<file path="src/rtl/regfile_2r1w.sv">
`default_nettype none
// ============================================================================
//  Module   : regfile_2r1w
//  Purpose  : Parametrised register file with one write port and two
//             independent combinational read ports (A/B operands). Includes
//             optional same-cycle write-to-read bypass, per-register valid
//             bits and a sequenced flash-clear engine that zeroes one
//             register per cycle.
//  Ports    : clk, reset      - clock, synchronous active-high reset
//             data_in         - write data
//             writenum, write - write index and enable
//             readnum_a/b     - read indices
//             data_out_a/b    - read data (combinational)
//             clear_req       - start a clear sequence (sampled in IDLE)
//             clear_busy      - high while the clear is sequencing
//             clear_done      - one-cycle pulse after the last register
//             reg_valid       - bit i set when register i holds written data
//  Revision : 1.0 - initial release
// ============================================================================
module regfile_2r1w #(
  parameter int DATA_WIDTH = 16,
  parameter int ADDR_WIDTH = 3,
  parameter int BYPASS     = 1
) (
  input  logic                       clk,
  input  logic                       reset,
  input  logic [DATA_WIDTH-1:0]      data_in,
  input  logic [ADDR_WIDTH-1:0]      writenum,
  input  logic                       write,
  input  logic [ADDR_WIDTH-1:0]      readnum_a,
  input  logic [ADDR_WIDTH-1:0]      readnum_b,
  output logic [DATA_WIDTH-1:0]      data_out_a,
  output logic [DATA_WIDTH-1:0]      data_out_b,
  input  logic                       clear_req,
  output logic                       clear_busy,
  output logic                       clear_done,
  output logic [(1<<ADDR_WIDTH)-1:0] reg_valid
);

  localparam int N = 1 << ADDR_WIDTH;
  localparam logic [ADDR_WIDTH-1:0] c_last_idx = {ADDR_WIDTH{1'b1}};

  typedef enum logic [1:0] {
    S_IDLE  = 2'd0,
    S_CLEAR = 2'd1,
    S_DONE  = 2'd2
  } state_e;

  state_e                  state_q, state_d;
  logic [ADDR_WIDTH-1:0]   cnt_q, cnt_d;
  logic [DATA_WIDTH-1:0]   regs_q [N];
  logic [DATA_WIDTH-1:0]   regs_d [N];
  logic [N-1:0]            valid_q, valid_d;

  logic                    wr_en;
  logic                    fwd_a;
  logic                    fwd_b;

  // Writes are dropped while the clear engine owns the array.
  assign wr_en = write && (state_q != S_CLEAR);

  // --------------------------------------------------------------------------
  // Next-state logic
  // --------------------------------------------------------------------------
  always_comb begin
    state_d = state_q;
    cnt_d   = cnt_q;
    regs_d  = regs_q;
    valid_d = valid_q;

    if (wr_en) begin
      regs_d[writenum]  = data_in;
      valid_d[writenum] = 1'b1;
    end

    case (state_q)
      S_IDLE: begin
        if (clear_req) begin
          state_d = S_CLEAR;
          cnt_d   = '0;
        end
      end
      S_CLEAR: begin
        regs_d[cnt_q]  = '0;
        valid_d[cnt_q] = 1'b0;
        cnt_d          = cnt_q + ADDR_WIDTH'(1);
        if (cnt_q == c_last_idx) begin
          state_d = S_DONE;
        end
      end
      S_DONE: begin
        // clear_req here is deliberately ignored, not queued.
        state_d = S_IDLE;
      end
      default: begin
        state_d = S_IDLE;
      end
    endcase
  end

  // --------------------------------------------------------------------------
  // State registers
  // --------------------------------------------------------------------------
  always_ff @(posedge clk) begin
    if (reset) begin
      state_q <= S_IDLE;
      cnt_q   <= '0;
      valid_q <= '0;
      for (int i = 0; i < N; i++) begin
        regs_q[i] <= '0;
      end
    end else begin
      state_q <= state_d;
      cnt_q   <= cnt_d;
      valid_q <= valid_d;
      for (int i = 0; i < N; i++) begin
        regs_q[i] <= regs_d[i];
      end
    end
  end

  // --------------------------------------------------------------------------
  // Read ports with optional forwarding of the in-flight write
  // --------------------------------------------------------------------------
  if (BYPASS != 0) begin : g_bypass
    assign fwd_a = wr_en && (writenum == readnum_a);
    assign fwd_b = wr_en && (writenum == readnum_b);
  end else begin : g_no_bypass
    assign fwd_a = 1'b0;
    assign fwd_b = 1'b0;
  end

  assign data_out_a = fwd_a ? data_in : regs_q[readnum_a];
  assign data_out_b = fwd_b ? data_in : regs_q[readnum_b];

  // Decoded straight from the state register, so both are glitch-free.
  assign clear_busy = (state_q == S_CLEAR);
  assign clear_done = (state_q == S_DONE);
  assign reg_valid  = valid_q;

endmodule
`default_nettype wire

</file>
<file path="config.mk">
export PLATFORM = sky130hd
export DESIGN_NAME = regfile_2r1w
export DESIGN_NICKNAME = d
export VERILOG_FILES = /design/src/rtl/regfile_2r1w.sv
export SDC_FILE = /design/constraint.sdc
export NUM_CORES = 1
export LEC_CHECK = 0
export BUFFER_PORTS_ARGS = -buffer_cell sky130_fd_sc_hd__buf_2
export CORE_ASPECT_RATIO = 0.7
export CORE_UTILIZATION = 55
export CTS_CLUSTER_DIAMETER = 150
export DETAILED_ROUTE_END_ITERATION = 8
export PLACE_DENSITY = 0.79
export SLEW_MARGIN = 0
export SYNTH_ARGS = -nofsm -noshare
export SYNTH_HDL_FRONTEND = slang
export SYNTH_SLANG_ARGS = --single-unit
</file>
<file path="constraint.sdc">
create_clock -name clk -period 3 [get_ports clk]
set_input_delay 0.3 -clock clk [delete_from_list [all_inputs] [get_ports clk]]
set_output_delay 0.3 -clock clk [all_outputs]
set_load 0.05 [all_outputs]
</file>
==> results_dict.tcl <==
set metrics [dict create \
    finalWorstSetupSlack_ns 0.325 \
    rrSetupSlack_ns 1.01 \
    ir_drop_uv 385 \
    io_buffer_count 70 \
    dieArea_um2 14600 \
    synthCells 665 \
    min_path_type "in -> reg" \
    nFillCells 1022 \
    cts_tree "built" \
    ant_nets 0 \
    max_slew.worst_pin.slew_ns 0.963 \
    cp.required_ns 2.70 \
    grt_max_degree 34 \
    first_global_vias 5770 \
    placed_area_um2 8110 \
    cts_buffer_depth 2 \
    post-route-period-util_pct 89.2 \
    grt_use_total_pct 31.2 \
    dieWidth_um 144 \
    dr.first_iter.drc_count 370 \
    boundaryPins 71 \
    cap_violations 0 \
    finalClockSkew_ns 0.00808 \
    cpPeakStageDelay_ns 0.38 \
    min_path_cells 3 \
    numCtsBuffers 17 \
    cp.arrival_ns 2.37 \
    run_status "complete, no violations" \
    htreeDepth 4 \
    syn_to_final_growth_pct 12.4 \
    wl_per_cell_um 24.1 \
    crit_buf_inv 2 \
    syn_area_per_cell_um2 11.7 \
    holdBufCountCts 0 \
    antenna_found_initial 0 \
    num_antenna_cells 0 \
    layout_commonest_cell "dfxtp_1" \
    crit_type "reg -> out" \
    cpMaxStageDelayCell "mux2_2" \
    cp-end-kind "output pin" \
    cp_max_fo 16 \
    power_density_nw_per_um2 540 \
    final_cell_mix "dfxtp_1, nor2_1, mux2i_1" \
    ys.flop_type "dfxtp_1" \
    rr_worst_depth 4 \
    syn_area_um2 7770 \
    clkSlewWorstSetupHoldPaths_ns 0.06 \
    timing.rr.start "state_q[1]$_SDFFE_PP0P_" \
    fmax_mhz 374 \
    viasPerCell 6.43 \
    ys_seq_area_share_pct 36.3 \
    clk_latency_ns 0.43 \
    hold_start "clear_req" \
    synth-edff-count 0 \
    gp_congestion 0.827 \
    synth_async_sr_flop_share_pct 0 \
    coreArea_um2 13500 \
    clkSinkCount 141 \
    finalHoldViolations 0 \
    fp-row-count 35 \
    total_power_mw 4.72 \
    holdPathEnd "state_q[0]$_SDFFE_PP0P_" \
    totalWireLength_mm 21.5 \
    start_util_pct 57.6 \
    firstDrtPassIters 5 \
    tns_ns 0 \
    fin_nets 728 \
    rsz0062_at_grt "false" \
    grt_pass1_wl_mm 32.9 \
    pre_cts_slack_ns 0.602 \
    gr-total-overflow 0 \
    drive_gt1_share_pct 30.3 \
    drv_slew 0 \
    reg2reg_to "regs_q[100]$_SDFF_PP0_" \
    ys_warn_count 0 \
    clockRootBuffer "clkbuf_16" \
    crit_chain "nand2b_2 > nand2_4 > nor4_4 > buf_4 > mux2_2 > buf_2" \
    p_leak_nw 4.41 \
    die_y_um 101 \
    fin_crit_ns 2.67 \
    final_util_pct 64.8 \
    vias 5746 \
    setup_viol 0 \
    postCtsSetupBuffers 0 \
    relSlewSlack_pct 35.8 \
    critPathLaunchType "register" \
    ctsResizeCount 0 \
    synth_seq_cells 141 \
    postLayoutCellArea_um2 8740 \
    drc 0 \
    synthesis.nets 696 \
    dp_hpwl_mm 13.5 \
    crit_family "simple AND/OR/NAND/NOR gates" \
    synth_cell_type_count 34 \
]
metal layers:
layer	part of all wire, %	track usage, %	up-vias
li1	-	-	2489
met1	41	39.5	2876
met2	47	50.1	318
met3	8.8	7.99	63
met4	3.3	15.1	0
met5	0	0	-
state kept, by name, indices dropped and copies added, names as in the netlist:
| signal | cells |
|---|---|
| regs_q | 128 |
| reg_valid | 8 |
| cnt_q | 3 |
| state_q | 2 |
how the worst max path moves through the flow:
stage	from	to	slack, ns	cells past startpoint
after CTS	state_q[1]$_SDFFE_PP0P_	data_out_a[5]	0.33	6
after floorplan	readnum_b[1]	data_out_b[14]	0.86	5
final	state_q[1]$_SDFFE_PP0P_	data_out_a[11]	0.33	6
after detailed placement	readnum_b[1]	data_out_b[5]	0.60	6
after global routing	state_q[1]$_SDFFE_PP0P_	data_out_a[11]	0.22	6
after global placement	readnum_b[1]	data_out_b[2]	0.63	6
layout make-up:
cell class / instances / area, um^2 / share of cell area (%)
repair buffers: 87 / 515 / 5.90
multi-input cells: 441 / 4500 / 51.5
well taps: 185 / 231 / 2.65
clock inverters: 12 / 189 / 2.16
clock buffers: 19 / 443 / 5.07
flip-flops and latches: 141 / 2820 / 32.3
inverters: 9 / 33.8 / 0.387
metrics by stage:
step                instances  hold WS (ns)
global placement          863         0.433
detailed placement        863         0.434
CTS                       894         0.189
floorplan                 665         0.424
global route              894         0.215
finish                    894         0.187
where the power goes:
part           switching [mW]  leakage [nW]  internal [mW]  total (mW)
Combinational           0.331          2.97          0.182       0.513
Sequential             0.0298          1.14           1.91        1.94
Clock                   0.849         0.304           1.42        2.27
Total                    1.21          4.41           3.51        4.72
cell families (layout without fill, tap and decap cells):
| family | count (synthesis) | count (layout) | synth area share, % |
|---|---|---|---|
| muxes | 257 | 257 | 46.3 |
| and+or+nand+nor | 157 | 157 | 8.83 |
| DFF | 141 | 141 | 36.3 |
| buffers and inverters | 83 | 127 | 5.84 |
| AOI/OAI and AO/OA | 19 | 19 | 1.67 |
| xor gates and xnor gates | 6 | 6 | 0.676 |
| adders and majority gates | 2 | 2 | 0.322 |
worst reg2reg max path: cells and delay by family (launching register included):
family,cells,cell delay [ns]
flops,1,0.32
simple gates,3,0.71
compound gates,1,0.80
cells in the mapped netlist, drive strengths merged (2+ instances only):
cell,instances,area [um^2]
a21o,3,22.5
a21oi,8,40.0
a22oi,2,15.0
a31o,4,35.0
buf,39,279
clkbuf,35,141
dfxtp,141,2820
ha,2,25.0
inv,9,33.8
mux2,64,724
mux2i,129,1290
mux4,64,1590
nand2,2,15.0
nand4,3,18.8
nand4b,3,26.3
nor2,137,514
nor2b,5,31.3
nor3,2,10.0
nor4,2,42.5
xor2,6,52.6
Note: power is estimated with default switching activity, not from simulation.
